===== src/rtl/lsu_pkg.sv =====
// Shared types and helpers for the LSU memory controller.
// Holds the FSM state encoding, RV32I load/store funct3 codes and decode helpers.
package lsu_pkg;

    typedef enum logic [2:0] {
        ST_IDLE,
        ST_RD,
        ST_DATA,
        ST_WR,
        ST_RESP
    } lsu_state_e;

    localparam logic [2:0] F3_B  = 3'b000;
    localparam logic [2:0] F3_H  = 3'b001;
    localparam logic [2:0] F3_W  = 3'b010;
    localparam logic [2:0] F3_BU = 3'b100;
    localparam logic [2:0] F3_HU = 3'b101;

    function automatic logic is_legal_f3(input logic we, input logic [2:0] f3);
        if (we)
            return (f3 == F3_B) || (f3 == F3_H) || (f3 == F3_W);
        return (f3 == F3_B) || (f3 == F3_H) || (f3 == F3_W) ||
               (f3 == F3_BU) || (f3 == F3_HU);
    endfunction

    function automatic logic is_misaligned(input logic [2:0] f3, input logic [1:0] off);
        return (((f3 == F3_H) || (f3 == F3_HU)) && off[0]) ||
               ((f3 == F3_W) && (off != 2'b00));
    endfunction

    // Clears the offset bits that would make a half/word access straddle a word.
    function automatic logic [1:0] align_off(input logic [2:0] f3, input logic [1:0] off);
        if ((f3 == F3_H) || (f3 == F3_HU))
            return {off[1], 1'b0};
        if (f3 == F3_W)
            return 2'b00;
        return off;
    endfunction

endpackage


===== src/rtl/lsu_mem_ctrl_if.sv =====
// Request, response and memory-port signals of the LSU memory controller.
// master = core/memory side, slave = controller.
interface lsu_mem_ctrl_if #(parameter int ADDR_W = 32);
    logic              req_valid;
    logic              req_ready;
    logic              req_we;
    logic [2:0]        req_funct3;
    logic [ADDR_W-1:0] req_addr;
    logic [31:0]       req_wdata;
    logic              resp_valid;
    logic              resp_ready;
    logic [31:0]       resp_rdata;
    logic              resp_err;
    logic [ADDR_W-1:0] mem_addr;
    logic              mem_wen;
    logic [31:0]       mem_wdata;
    logic [31:0]       mem_rdata;

    modport master (
        output req_valid, req_we, req_funct3, req_addr, req_wdata, resp_ready, mem_rdata,
        input  req_ready, resp_valid, resp_rdata, resp_err, mem_addr, mem_wen, mem_wdata
    );

    modport slave (
        input  req_valid, req_we, req_funct3, req_addr, req_wdata, resp_ready, mem_rdata,
        output req_ready, resp_valid, resp_rdata, resp_err, mem_addr, mem_wen, mem_wdata
    );
endinterface


===== src/rtl/lsu_lane.sv =====
// Byte-lane datapath: load lane extract with sign/zero extension, and store merge
// of a byte/half into the word read back from memory.
module lsu_lane
    import lsu_pkg::*;
(
    input  logic [2:0]  funct3,
    input  logic [1:0]  offset,
    input  logic [31:0] word,
    input  logic [31:0] wdata,
    output logic [31:0] load_data,
    output logic [31:0] store_word
);

    logic [7:0]  byte_v;
    logic [15:0] half_v;

    assign byte_v = word[{offset, 3'b000} +: 8];
    assign half_v = offset[1] ? word[31:16] : word[15:0];

    always_comb begin
        load_data = '0;
        case (funct3)
            F3_B:    load_data = {{24{byte_v[7]}}, byte_v};
            F3_H:    load_data = {{16{half_v[15]}}, half_v};
            F3_W:    load_data = word;
            F3_BU:   load_data = {24'h0, byte_v};
            F3_HU:   load_data = {16'h0, half_v};
            default: load_data = '0;
        endcase
    end

    always_comb begin
        store_word = word;
        case (funct3)
            F3_B: store_word[{offset, 3'b000} +: 8] = wdata[7:0];
            F3_H: begin
                if (offset[1])
                    store_word[31:16] = wdata[15:0];
                else
                    store_word[15:0] = wdata[15:0];
            end
            F3_W:    store_word = wdata;
            default: store_word = word;
        endcase
    end

endmodule


===== src/rtl/lsu_mem_ctrl.sv =====
// Load/store sequencer onto a word-wide memory without byte enables (SB/SH via RMW).
// Build option LSU_MISALIGN_TRAP_EN: misaligned half/word accesses return an error
// instead of having their low address bits forced to zero.
//   state   | meaning
//   IDLE    | waiting for a request, req_ready=1
//   RD      | word address presented for read
//   DATA    | read data back: extract load lane or merge store data
//   WR      | single-cycle word write
//   RESP    | response held until resp_ready
module lsu_mem_ctrl
    import lsu_pkg::*;
#(
    parameter int ADDR_W = 32
) (
    input logic           clk,
    input logic           rst,
    lsu_mem_ctrl_if.slave bus
);

    lsu_state_e        state_q, state_d;
    logic              accept;
    logic              req_err;
    logic [ADDR_W-1:0] req_addr_eff;

    logic              we_q;
    logic [2:0]        f3_q;
    logic [ADDR_W-1:0] addr_q;
    logic [31:0]       wdata_q;
    logic [31:0]       wword_q;
    logic [31:0]       rdata_q;
    logic              err_q;

    logic [31:0]       load_data;
    logic [31:0]       store_word;

    assign accept = (state_q == ST_IDLE) && bus.req_valid;

`ifdef LSU_MISALIGN_TRAP_EN
    assign req_err      = !is_legal_f3(bus.req_we, bus.req_funct3) ||
                          is_misaligned(bus.req_funct3, bus.req_addr[1:0]);
    assign req_addr_eff = bus.req_addr;
`else
    assign req_err      = !is_legal_f3(bus.req_we, bus.req_funct3);
    assign req_addr_eff = {bus.req_addr[ADDR_W-1:2], align_off(bus.req_funct3, bus.req_addr[1:0])};
`endif

    always_ff @(posedge clk) begin
        if (rst)
            state_q <= ST_IDLE;
        else
            state_q <= state_d;
    end

    always_comb begin
        state_d = state_q;
        case (state_q)
            ST_IDLE: begin
                if (accept) begin
                    if (req_err)
                        state_d = ST_RESP;
                    else if (bus.req_we && (bus.req_funct3 == F3_W))
                        state_d = ST_WR;
                    else
                        state_d = ST_RD;
                end
            end
            ST_RD:   state_d = ST_DATA;
            ST_DATA: state_d = we_q ? ST_WR : ST_RESP;
            ST_WR:   state_d = ST_RESP;
            ST_RESP: if (bus.resp_ready) state_d = ST_IDLE;
            default: state_d = ST_IDLE;
        endcase
    end

    lsu_lane u_lane (
        .funct3     (f3_q),
        .offset     (addr_q[1:0]),
        .word       (bus.mem_rdata),
        .wdata      (wdata_q),
        .load_data  (load_data),
        .store_word (store_word)
    );

    always_ff @(posedge clk) begin
        if (rst) begin
            we_q    <= 1'b0;
            f3_q    <= '0;
            addr_q  <= '0;
            wdata_q <= '0;
            wword_q <= '0;
            rdata_q <= '0;
            err_q   <= 1'b0;
        end else begin
            if (accept) begin
                we_q    <= bus.req_we;
                f3_q    <= bus.req_funct3;
                addr_q  <= req_addr_eff;
                wdata_q <= bus.req_wdata;
                wword_q <= bus.req_wdata;
                rdata_q <= '0;
                err_q   <= req_err;
            end
            if (state_q == ST_DATA) begin
                if (we_q)
                    wword_q <= store_word;
                else
                    rdata_q <= load_data;
            end
        end
    end

    assign bus.req_ready  = (state_q == ST_IDLE);
    assign bus.resp_valid = (state_q == ST_RESP);
    assign bus.resp_rdata = rdata_q;
    assign bus.resp_err   = err_q;
    assign bus.mem_addr   = {addr_q[ADDR_W-1:2], 2'b00};
    // Gated by rst so a reset landing in WR drops the write at that very edge.
    assign bus.mem_wen    = (state_q == ST_WR) && !rst;
    assign bus.mem_wdata  = wword_q;

endmodule

===== src/flat_wrapper.sv =====
// flat-port wrapper written by rule: the top's interface ports become plain ports
module lsu_mem_ctrl_flat import lsu_pkg::*;
#(
    parameter int ADDR_W = 32
)
  (clk, rst, bus_req_valid, bus_req_we, bus_req_funct3, bus_req_addr, bus_req_wdata, bus_resp_ready, bus_mem_rdata, bus_req_ready, bus_resp_valid, bus_resp_rdata, bus_resp_err, bus_mem_addr, bus_mem_wen, bus_mem_wdata);
  lsu_mem_ctrl_if #(.ADDR_W(ADDR_W)) bus_i ();
  input logic clk;
  input logic rst;
  input wire logic [$bits(bus_i.req_valid)-1:0] bus_req_valid;
  input wire logic [$bits(bus_i.req_we)-1:0] bus_req_we;
  input wire logic [$bits(bus_i.req_funct3)-1:0] bus_req_funct3;
  input wire logic [$bits(bus_i.req_addr)-1:0] bus_req_addr;
  input wire logic [$bits(bus_i.req_wdata)-1:0] bus_req_wdata;
  input wire logic [$bits(bus_i.resp_ready)-1:0] bus_resp_ready;
  input wire logic [$bits(bus_i.mem_rdata)-1:0] bus_mem_rdata;
  output wire logic [$bits(bus_i.req_ready)-1:0] bus_req_ready;
  output wire logic [$bits(bus_i.resp_valid)-1:0] bus_resp_valid;
  output wire logic [$bits(bus_i.resp_rdata)-1:0] bus_resp_rdata;
  output wire logic [$bits(bus_i.resp_err)-1:0] bus_resp_err;
  output wire logic [$bits(bus_i.mem_addr)-1:0] bus_mem_addr;
  output wire logic [$bits(bus_i.mem_wen)-1:0] bus_mem_wen;
  output wire logic [$bits(bus_i.mem_wdata)-1:0] bus_mem_wdata;
  assign bus_i.req_valid = bus_req_valid;
  assign bus_i.req_we = bus_req_we;
  assign bus_i.req_funct3 = bus_req_funct3;
  assign bus_i.req_addr = bus_req_addr;
  assign bus_i.req_wdata = bus_req_wdata;
  assign bus_i.resp_ready = bus_resp_ready;
  assign bus_i.mem_rdata = bus_mem_rdata;
  assign bus_req_ready = bus_i.req_ready;
  assign bus_resp_valid = bus_i.resp_valid;
  assign bus_resp_rdata = bus_i.resp_rdata;
  assign bus_resp_err = bus_i.resp_err;
  assign bus_mem_addr = bus_i.mem_addr;
  assign bus_mem_wen = bus_i.mem_wen;
  assign bus_mem_wdata = bus_i.mem_wdata;
  lsu_mem_ctrl #(.ADDR_W(ADDR_W)) u_core (.clk(clk), .rst(rst), .bus(bus_i));
endmodule

===== config.mk =====
export PLATFORM = sky130hd
export DESIGN_NAME = lsu_mem_ctrl_flat
export DESIGN_NICKNAME = d
export VERILOG_FILES = /design/src/rtl/lsu_pkg.sv /design/src/rtl/lsu_mem_ctrl_if.sv /design/src/rtl/lsu_lane.sv /design/src/rtl/lsu_mem_ctrl.sv /design/src/flat_wrapper.sv
export SDC_FILE = /design/constraint.sdc
export NUM_CORES = 1
export LEC_CHECK = 0
export BUFFER_PORTS_ARGS = -buffer_cell sky130_fd_sc_hd__clkbuf_2
export CORE_ASPECT_RATIO = 1.1
export CORE_MARGIN = 2
export CORE_UTILIZATION = 40
export DETAILED_ROUTE_END_ITERATION = 7
export MAX_ROUTING_LAYER = met4
export PLACE_DENSITY_LB_ADDON = 0.08
export SKIP_CTS_REPAIR_TIMING = 1
export SLEW_MARGIN = 5
export SYNTH_ARGS = -nofsm -noshare
export SYNTH_HDL_FRONTEND = slang
export SYNTH_SLANG_ARGS = --single-unit

===== constraint.sdc =====
create_clock -name clk -period 2.8 [get_ports clk]
set_input_delay 0.56 -clock clk [delete_from_list [all_inputs] [get_ports clk]]
set_output_delay 0.56 -clock clk [all_outputs]
set_load 0.005 [all_outputs]

==> results of run 1 <==
## layer usage
layer  share of wire (%)  track usage, %  up-vias
met1                  43            30.9     2942
li1                    -               -     2980
met3                 7.1            5.09       43
met2                  48            38.9      261
met4                 2.5            11.4        0
met5                   0               -        -
## final timing paths
path | from | endpoint | cells past startpoint | slack (ns)
min reg2reg | u_core.addr_q[11] | u_core.addr_q[11] | 2 | 0.45
min | bus_req_addr[25] | u_core.addr_q[25] | 3 | 0.36
max | u_core.addr_q[0] | u_core.bus.mem_wdata[10] | 6 | 0.57
max reg2reg | u_core.addr_q[0] | u_core.bus.mem_wdata[10] | 6 | 0.57
## worst register-to-register path, delay by kind of cell, from the launching register on
family                   cells  cell delay [ns]
adder cells (fa/ha/maj)      1             0.39
buffers and inverters        2             0.27
flip-flops                   1             0.47
AND/OR/NAND/NOR              1             0.55
AO/OA/AOI/OAI                2             0.47
## cells by family after synthesis
logic type | count (synthesis) | synth area share (%)
AO/OA/AOI/OAI | 257 | 29.6
adder cells (fa/ha/maj) | 5 | 0.991
buffers and inverters | 100 | 8.09
flip-flops | 136 | 43.1
multiplexers | 11 | 1.90
other | 1 | 0.0594
AND/OR/NAND/NOR | 231 | 16.2
## layout make-up
class	instances	area share, %
multi-input combinational	506	39.5
sequential	136	34.5
clock inverter	8	1.51
clock buffer	23	6.18
tap	200	3.17
inverter	6	0.285
timing repair buffer	221	14.8
## where the power goes
| part | leakage (nW) | total [mW] | switching [mW] | internal [mW] |
|---|---|---|---|---|
| combinational | 1.93 | 0.939 | 0.571 | 0.368 |
| clock | 0.303 | 2.31 | 0.820 | 1.49 |
| sequential | 1.11 | 2.19 | 0.115 | 2.08 |
## sequential cells by signal (all words and copies together), names as in the netlist
| signal | cells |
|---|---|
| u_core.addr_q | 32 |
| u_core.bus.mem_wdata | 32 |
| u_core.bus.resp_err | 1 |
| u_core.bus.resp_rdata | 32 |
| u_core.f3_q | 3 |
| u_core.state_q | 3 |
| u_core.wdata_q | 32 |
| u_core.we_q | 1 |
## cell usage in the layout, fill, tap and decap left out, types with 3 or more instances in the layout
cell,n
a21oi_1,98
nor2_1,13
mux2_2,8
bufinv_16,3
a221oi_2,8
clkbuf_8,4
mux2i_1,3
a211oi_1,9
a21o_1,10
clkinv_2,4
nor3_1,3
a222oi_1,8
nor4b_4,3
a22oi_1,17
a31oi_1,8
or2_1,3
nor2b_1,5
clkbuf_2,200
clkbuf_16,17
dfxtp_1,136
buf_4,20
inv_1,6
nand2_1,184
a221oi_1,63
ha_1,5
o2bb2ai_1,15
a21boi_1,8
## metrics by stage
| step | hold slack, ns | setup slack, ns | utilization (%) |
|---|---|---|---|
| final | 0.356 | 0.565 | 50.7 |
| after global routing | 0.347 | 0.402 | 50.7 |
| after CTS | 0.340 | 0.571 | 50.7 |
| after detailed placement | 0.446 | 0.544 | 46.8 |
| after global placement | 0.441 | 0.596 | 46.8 |
| after floorplan | 0.436 | 0.505 | - |
==> impl_metrics.json, run 1 <==
{
  "grt_pass1_wl_um": 31000,
  "cts.sink_count": 136,
  "ir_drop_uv": 415,
  "hold_violations": 0,
  "core_area_um2": 15600,
  "final_cell_area_um2": 7890,
  "p_leak_nw": 3.34,
  "post_dp_cell_area_um2": 7280,
  "place_inst": 1069,
  "synthDistinctLibCells": 53,
  "path_buf_inv": 2,
  "crit_type": "reg -> reg",
  "syn-cell-area_um2": 6310,
  "skew_ns": 0.00809,
  "grt_max_degree": 122,
  "drv_cap": 0,
  "synth-seq-area-share_pct": 43.1,
  "synth_area_leaders": "dfxtp_1 (43%), nand2_1 (11%), a221oi_1 (8.7%)",
  "cp-end-kind": "register",
  "total_power_mw": 5.43,
  "cts_max_level": 4,
  "cp_top_family": "simple AND/OR/NAND/NOR gates",
  "async_flop_share_pct": 0,
  "cp.arrival_ns": 2.56,
  "die-area_um2": 16800,
  "synth_top_area_share_pct": 43.1,
  "synth_edf_count": 0,
  "cpMaxStageDelayCell": "nor4b_4",
  "tightest_slew_ns": 0.927,
  "period_share_pct": 79.8,
  "drc": 0,
  "setup_viol_count_final": 0,
  "grt_pass1_vias": 5927,
  "start_kind": "register",
  "rsz0062_at_grt": "no",
  "slew_violations": 0,
  "max_freq_mhz": 447,
  "wl_per_cell_um": 18.8,
  "antenna_cells": 0,
  "seq_area_um2": 2720,
  "boundaryPins": 204,
  "min_path_type": "in -> reg",
  "ys_seq_elements": 136,
  "wl_um": 20600,
  "powerDensity_nw_per_um2": 689,
  "nNetsFinal": 997,
  "grt_overflow": 0,
  "post_route_cells_drive_above_1_share_pct": 30.6,
  "synth.avg_cell_area_um2": 8.52,
  "postRouteAntennaNets": 0,
  "cp_slowest_stage_delay_ns": 0.55,
  "outcome": "completed",
  "die_x_um": 124,
  "start_util_pct": 40.6,
  "clock_path_buffers": 2,
  "synth_top_cells_by_count": "nand2_1 (184), dfxtp_1 (136), a21oi_1 (98)",
  "die-height_um": 136,
  "syn_to_final_growth_pct": 25.0,
  "cts_tree": "built",
  "synth_flop_cell": "dfxtp_1",
  "path_common_cell": "inv_1",
  "place.gp.congestion": 0.889,
  "rows": 48,
  "cts-root-buf": "clkbuf_16",
  "crit_required_ns": 3.13,
  "multi_input_area_um2": 3120,
  "yosysMostFrequentCell": "nand2_1",
  "clk_pin_slew_ns": 0.06,
  "antenna_found_initial": 0,
  "min_period_ns": 2.23,
  "detail_route.vias_per_cell": 5.66,
  "portBuffers": 201,
  "setup_tns_ns": 0,
  "grtUsageTotal_pct": 25.0,
  "crit_path_max_fanout": 9,
  "ys_warn_count": 0,
  "final_cells": 1100,
  "worstPathCellList": "inv_1 > ha_1 > inv_1 > nor4b_4 > a221oi_1 > a221oi_2",
  "synth_cells": 741,
  "insertion_delay_ns": 0.42,
  "synth_largest_area_cell": "dfxtp_1",
  "fillers": 1570,
  "first_iter_violations": 589,
  "vias": 6226,
  "max_slew_margin_pct": 37.7,
  "drtPass1Iterations": 6,
  "cts_made_buffers": 17,
  "dp_hpwl_um": 14900
}
(Power assumes the default switching activity.)
==> run 2, diff against run 1 <==
clock period = 2.1 ns   (was 2.8 ns; I/O delays follow)
==> impl_metrics.json, run 2 (synthesis results as in run 1) <==
{
  "outcome": "completed",
  "grtUsageMet1_pct": 32.9,
  "start_util_pct": 40.6,
  "antenna_found_initial": 0,
  "drtPass1Iterations": 5,
  "place_inst": 1080,
  "die-height_um": 136,
  "syn_to_final_growth_pct": 26.2,
  "slew_violations": 0,
  "dp_hpwl_um": 15300,
  "tightest_slew_ns": 0.861,
  "reg2regPathDepth": 6,
  "path_common_cell": "inv_1",
  "cts_max_level": 4,
  "worstPathCellList": "inv_1 > ha_1 > inv_1 > a311o_1 > a221oi_1 > a211oi_1",
  "crit_path_max_fanout": 8,
  "drv_cap": 0,
  "powerDensity_nw_per_um2": 874,
  "crit_required_ns": 2.39,
  "vias": 6285,
  "start_kind": "register",
  "cp_slowest_stage_delay_ns": 0.41,
  "die-area_um2": 16800,
  "post_route_cells_drive_above_1_share_pct": 31.7,
  "max_freq_mhz": 501,
  "use_met3_pct": 5.05,
  "grt_pass1_wl_um": 31200,
  "final_common_cell": "clkbuf_2",
  "clock_path_buffers": 2,
  "final_cells": 1111,
  "min_period_ns": 2.00,
  "cts.sink_count": 136,
  "clk_pin_slew_ns": 0.06,
  "die_x_um": 124,
  "cts_made_buffers": 17,
  "final_cell_area_um2": 7960,
  "period_share_pct": 95.1,
  "fillers": 1533,
  "rows": 48,
  "drc": 0,
  "grt_max_degree": 91,
  "max_slew_margin_pct": 42.1,
  "skew_ns": 0.00615,
  "r2r-start": "u_core.addr_q[0]",
  "final_cell_mix": "clkbuf_2 (200), nand2_1 (184), dfxtp_1 (136)",
  "multi_input_area_um2": 3130,
  "detail_route.vias_per_cell": 5.66,
  "ff2ff_setup_slack_ns": 0.10,
  "wl_per_cell_um": 18.7,
  "min_path_type": "in -> reg",
  "insertion_delay_ns": 0.42,
  "cts-root-buf": "clkbuf_16",
  "post_dp_cell_area_um2": 7420,
  "whs_ns": 0.219,
  "hold_path_end": "u_core.addr_q[28]",
  "antenna_cells": 0,
  "setup_viol_count_final": 0,
  "place.gp.congestion": 0.921,
  "hold_violations": 0,
  "cp.arrival_ns": 2.29,
  "cp-end-kind": "register",
  "setup_tns_ns": 0,
  "hold_depth": 3,
  "grtUsageTotal_pct": 25.1,
  "crit_type": "reg -> reg",
  "grt.met2_usage_pct": 37.5,
  "r2r-end": "u_core.bus.mem_wdata[7]",
  "seq_area_um2": 2720,
  "cts_tree": "built",
  "grt_overflow": 0,
  "first_iter_violations": 467,
  "cpMaxStageDelayCell": "a311o_1",
  "wl_um": 20800,
  "core_area_um2": 15600,
  "min_from": "bus_req_addr[28]",
  "rsz0062_at_grt": "no",
  "postRouteAntennaNets": 0,
  "boundaryPins": 204,
  "nNetsFinal": 1009,
  "grt_pass1_vias": 5737,
  "portBuffers": 201,
  "ir_drop_uv": 552,
  "p_leak_nw": 3.38,
  "gr-max-usage-layer": "met2"
}
## run 2: changes by cell type in the layout (fill, tap and decap cells not counted), sizes merged
cell      previous run  this run
buf                 21        33
bufinv               3         1
clkbuf             223       220
clkinv               5         8
clkinvlp             0         1
## run 2: routing by layer
layer,part of all wire (%),wire length (µm)
met1,44,9060
met5,0,0
met2,46,9650
met4,2.8,586
met3,7.3,1520
## run 2: worst max-delay path by stage
stage                          endpoint             start  cells after the start  slack [ns]
2_1_floorplan  u_core.bus.mem_wdata[10]  u_core.addr_q[1]                      8        0.02
3_3_place_gp    u_core.bus.mem_wdata[8]  u_core.addr_q[0]                      6        0.13
3_5_place_dp   u_core.bus.mem_wdata[14]  u_core.addr_q[0]                      6        0.05
4_1_cts        u_core.bus.mem_wdata[14]  u_core.addr_q[0]                      6        0.01
5_1_grt         u_core.bus.mem_wdata[1]  u_core.addr_q[0]                      6      0.0006
6_report        u_core.bus.mem_wdata[7]  u_core.addr_q[0]                      6        0.10
## run 2: layout make-up
| class | instances | share of cell area (%) |
|---|---|---|
| well taps | 200 | 3.14 |
| clock inverters | 10 | 1.02 |
| repair buffers | 233 | 16.5 |
| flip-flops and latches | 136 | 34.2 |
| clock buffers | 20 | 5.61 |
| multi-input cells | 506 | 39.3 |
| inverters | 6 | 0.283 |
## run 2: worst max-delay path, delay by kind of cell (launching register included)
kind                     cells  cell delay, ns
AO/OA/AOI/OAI                3            0.90
adder cells (fa/ha/maj)      1            0.39
buffers and inverters        2            0.22
flip-flops                   1            0.37
## run 2: metrics by stage
step                worst slack (ns)  util, %  power (mW)
floorplan                     0.0219        -        3.75
global placement               0.125     47.7        4.24
detailed placement            0.0503     47.7        4.27
CTS                           0.0112     51.1        7.00
global route                0.000607     51.2        7.24
finish                         0.104     51.2        6.96
## run 2: report_power, final
part | internal (mW) | total [mW] | switching [mW]
registers | 2.77 | 2.91 | 0.139
clock network | 1.63 | 2.73 | 1.10
logic | 0.535 | 1.32 | 0.785
total | 4.93 | 6.96 | 2.03
==> run 3, diff against run 2 <==
CORE_MARGIN = 8   (was 2)
PLACE_DENSITY = 0.72   (was not set)
PLACE_DENSITY_LB_ADDON = not set   (was 0.08)
==> impl_metrics.json, run 3 (synthesis results as in run 1) <==
{
  "outcome": "completed",
  "drv_cap": 0,
  "die-area_um2": 20100,
  "wl_per_cell_um": 19.8,
  "start_kind": "register",
  "final_common_cell": "clkbuf_2",
  "clock_path_buffers": 2,
  "rows": 48,
  "grtUsageTotal_pct": 22.2,
  "cts.sink_count": 136,
  "r2r-start": "u_core.addr_q[1]",
  "cts_made_buffers": 17,
  "path_common_cell": "inv_1",
  "final_cell_area_um2": 8050,
  "detail_route.vias_per_cell": 5.74,
  "p_leak_nw": 3.41,
  "syn_to_final_growth_pct": 27.6,
  "whs_ns": 0.216,
  "portBuffers": 201,
  "cp-end-kind": "register",
  "dp_hpwl_um": 16500,
  "cts-root-buf": "clkbuf_16",
  "reg2regPathDepth": 6,
  "cp.arrival_ns": 2.26,
  "drc": 0,
  "setup_tns_ns": 0,
  "clk_pin_slew_ns": 0.06,
  "nNetsFinal": 1010,
  "slew_violations": 0,
  "min_path_type": "in -> reg",
  "cts_max_level": 4,
  "hold_violations": 0,
  "worstPathCellList": "inv_1 > ha_1 > inv_1 > a311o_1 > a221oi_1 > a211oi_1",
  "period_share_pct": 93.6,
  "crit_type": "reg -> reg",
  "vias": 6392,
  "cts_tree": "built",
  "post_route_cells_drive_above_1_share_pct": 32.1,
  "cpMaxStageDelayCell": "a221oi_1",
  "first_iter_violations": 664,
  "tightest_slew_ns": 0.988,
  "boundaryPins": 204,
  "max_freq_mhz": 509,
  "core_area_um2": 15600,
  "ir_drop_uv": 588,
  "max_slew_margin_pct": 33.6,
  "grt_overflow": 0,
  "die_x_um": 136,
  "drtPass1Iterations": 6,
  "grt_max_degree": 48,
  "setup_viol_count_final": 0,
  "cp_slowest_stage_delay_ns": 0.45,
  "total_power_mw": 7.27,
  "critical_path.startpoint": "u_core.addr_q[1]",
  "final_cell_mix": "clkbuf_2 (200), nand2_1 (184), dfxtp_1 (136)",
  "antenna_cells": 0,
  "ff2ff_setup_slack_ns": 0.13,
  "skew_ns": 0.00829,
  "place.gp.congestion": 0.971,
  "antenna_found_initial": 0,
  "insertion_delay_ns": 0.42,
  "r2r-end": "u_core.bus.mem_wdata[7]",
  "min_period_ns": 1.97,
  "grt_pass1_wl_um": 34100,
  "wl_um": 22100,
  "crit_required_ns": 2.39,
  "crit_path_max_fanout": 8,
  "crit_end": "u_core.bus.mem_wdata[7]",
  "final_util_pct": 51.8,
  "grt_pass1_vias": 6302,
  "start_util_pct": 40.6,
  "postRouteAntennaNets": 0,
  "die-height_um": 148,
  "powerDensity_nw_per_um2": 903,
  "post_dp_cell_area_um2": 7420
}
==> run 3: worst min path at each step <==
stage,from,to,depth (start not counted)
floorplan,u_core.wdata_q[25],u_core.wdata_q[25],2
global placement,u_core.addr_q[4],u_core.addr_q[4],2
detailed placement,u_core.addr_q[23],u_core.addr_q[23],2
CTS,bus_req_addr[13],u_core.addr_q[13],3
global route,bus_req_addr[17],u_core.addr_q[17],3
finish,bus_req_addr[18],u_core.addr_q[18],3
==> run 3: final cells by class <==
class / instances / area, µm²
fill: 1467 / 7500
multi-input combinational: 506 / 3140
sequential: 136 / 2720
timing repair buffer: 234 / 1320
clock buffer: 20 / 447
tap: 200 / 250
clock inverter: 12 / 151
inverter: 6 / 22.5
==> run 3: per-stage QoR <==
step	setup WS, ns	instances
4_1_cts	0.0637	1113
6_report	0.134	1114
2_1_floorplan	0.0219	742
5_1_grt	-0.00536	1114
3_3_place_gp	0.127	1081
3_5_place_dp	0.106	1081
==> run 3: worst max-delay path: cells and delay by family (launching register included) <==
kind | cells | cell delay (ns)
compound gates | 3 | 0.92
flops | 1 | 0.41
fa+ha+maj | 1 | 0.31
buf+inv | 2 | 0.20
==> run 3: power breakdown <==
part | internal (mW) | switching (mW)
Clock | 1.89 | 1.14
Combinational | 0.540 | 0.797
Sequential | 2.77 | 0.139
==> run 3: routing by layer <==
| metal | global-route usage, % | vias to the layer above | part of all wire (%) |
|---|---|---|---|
| li1 | - | 3011 | - |
| met4 | 8.89 | 0 | 2.9 |
| met3 | 5.53 | 48 | 8.1 |
| met2 | 32.8 | 346 | 45 |
| met1 | 28.3 | 2987 | 44 |
| met5 | - | - | 0 |
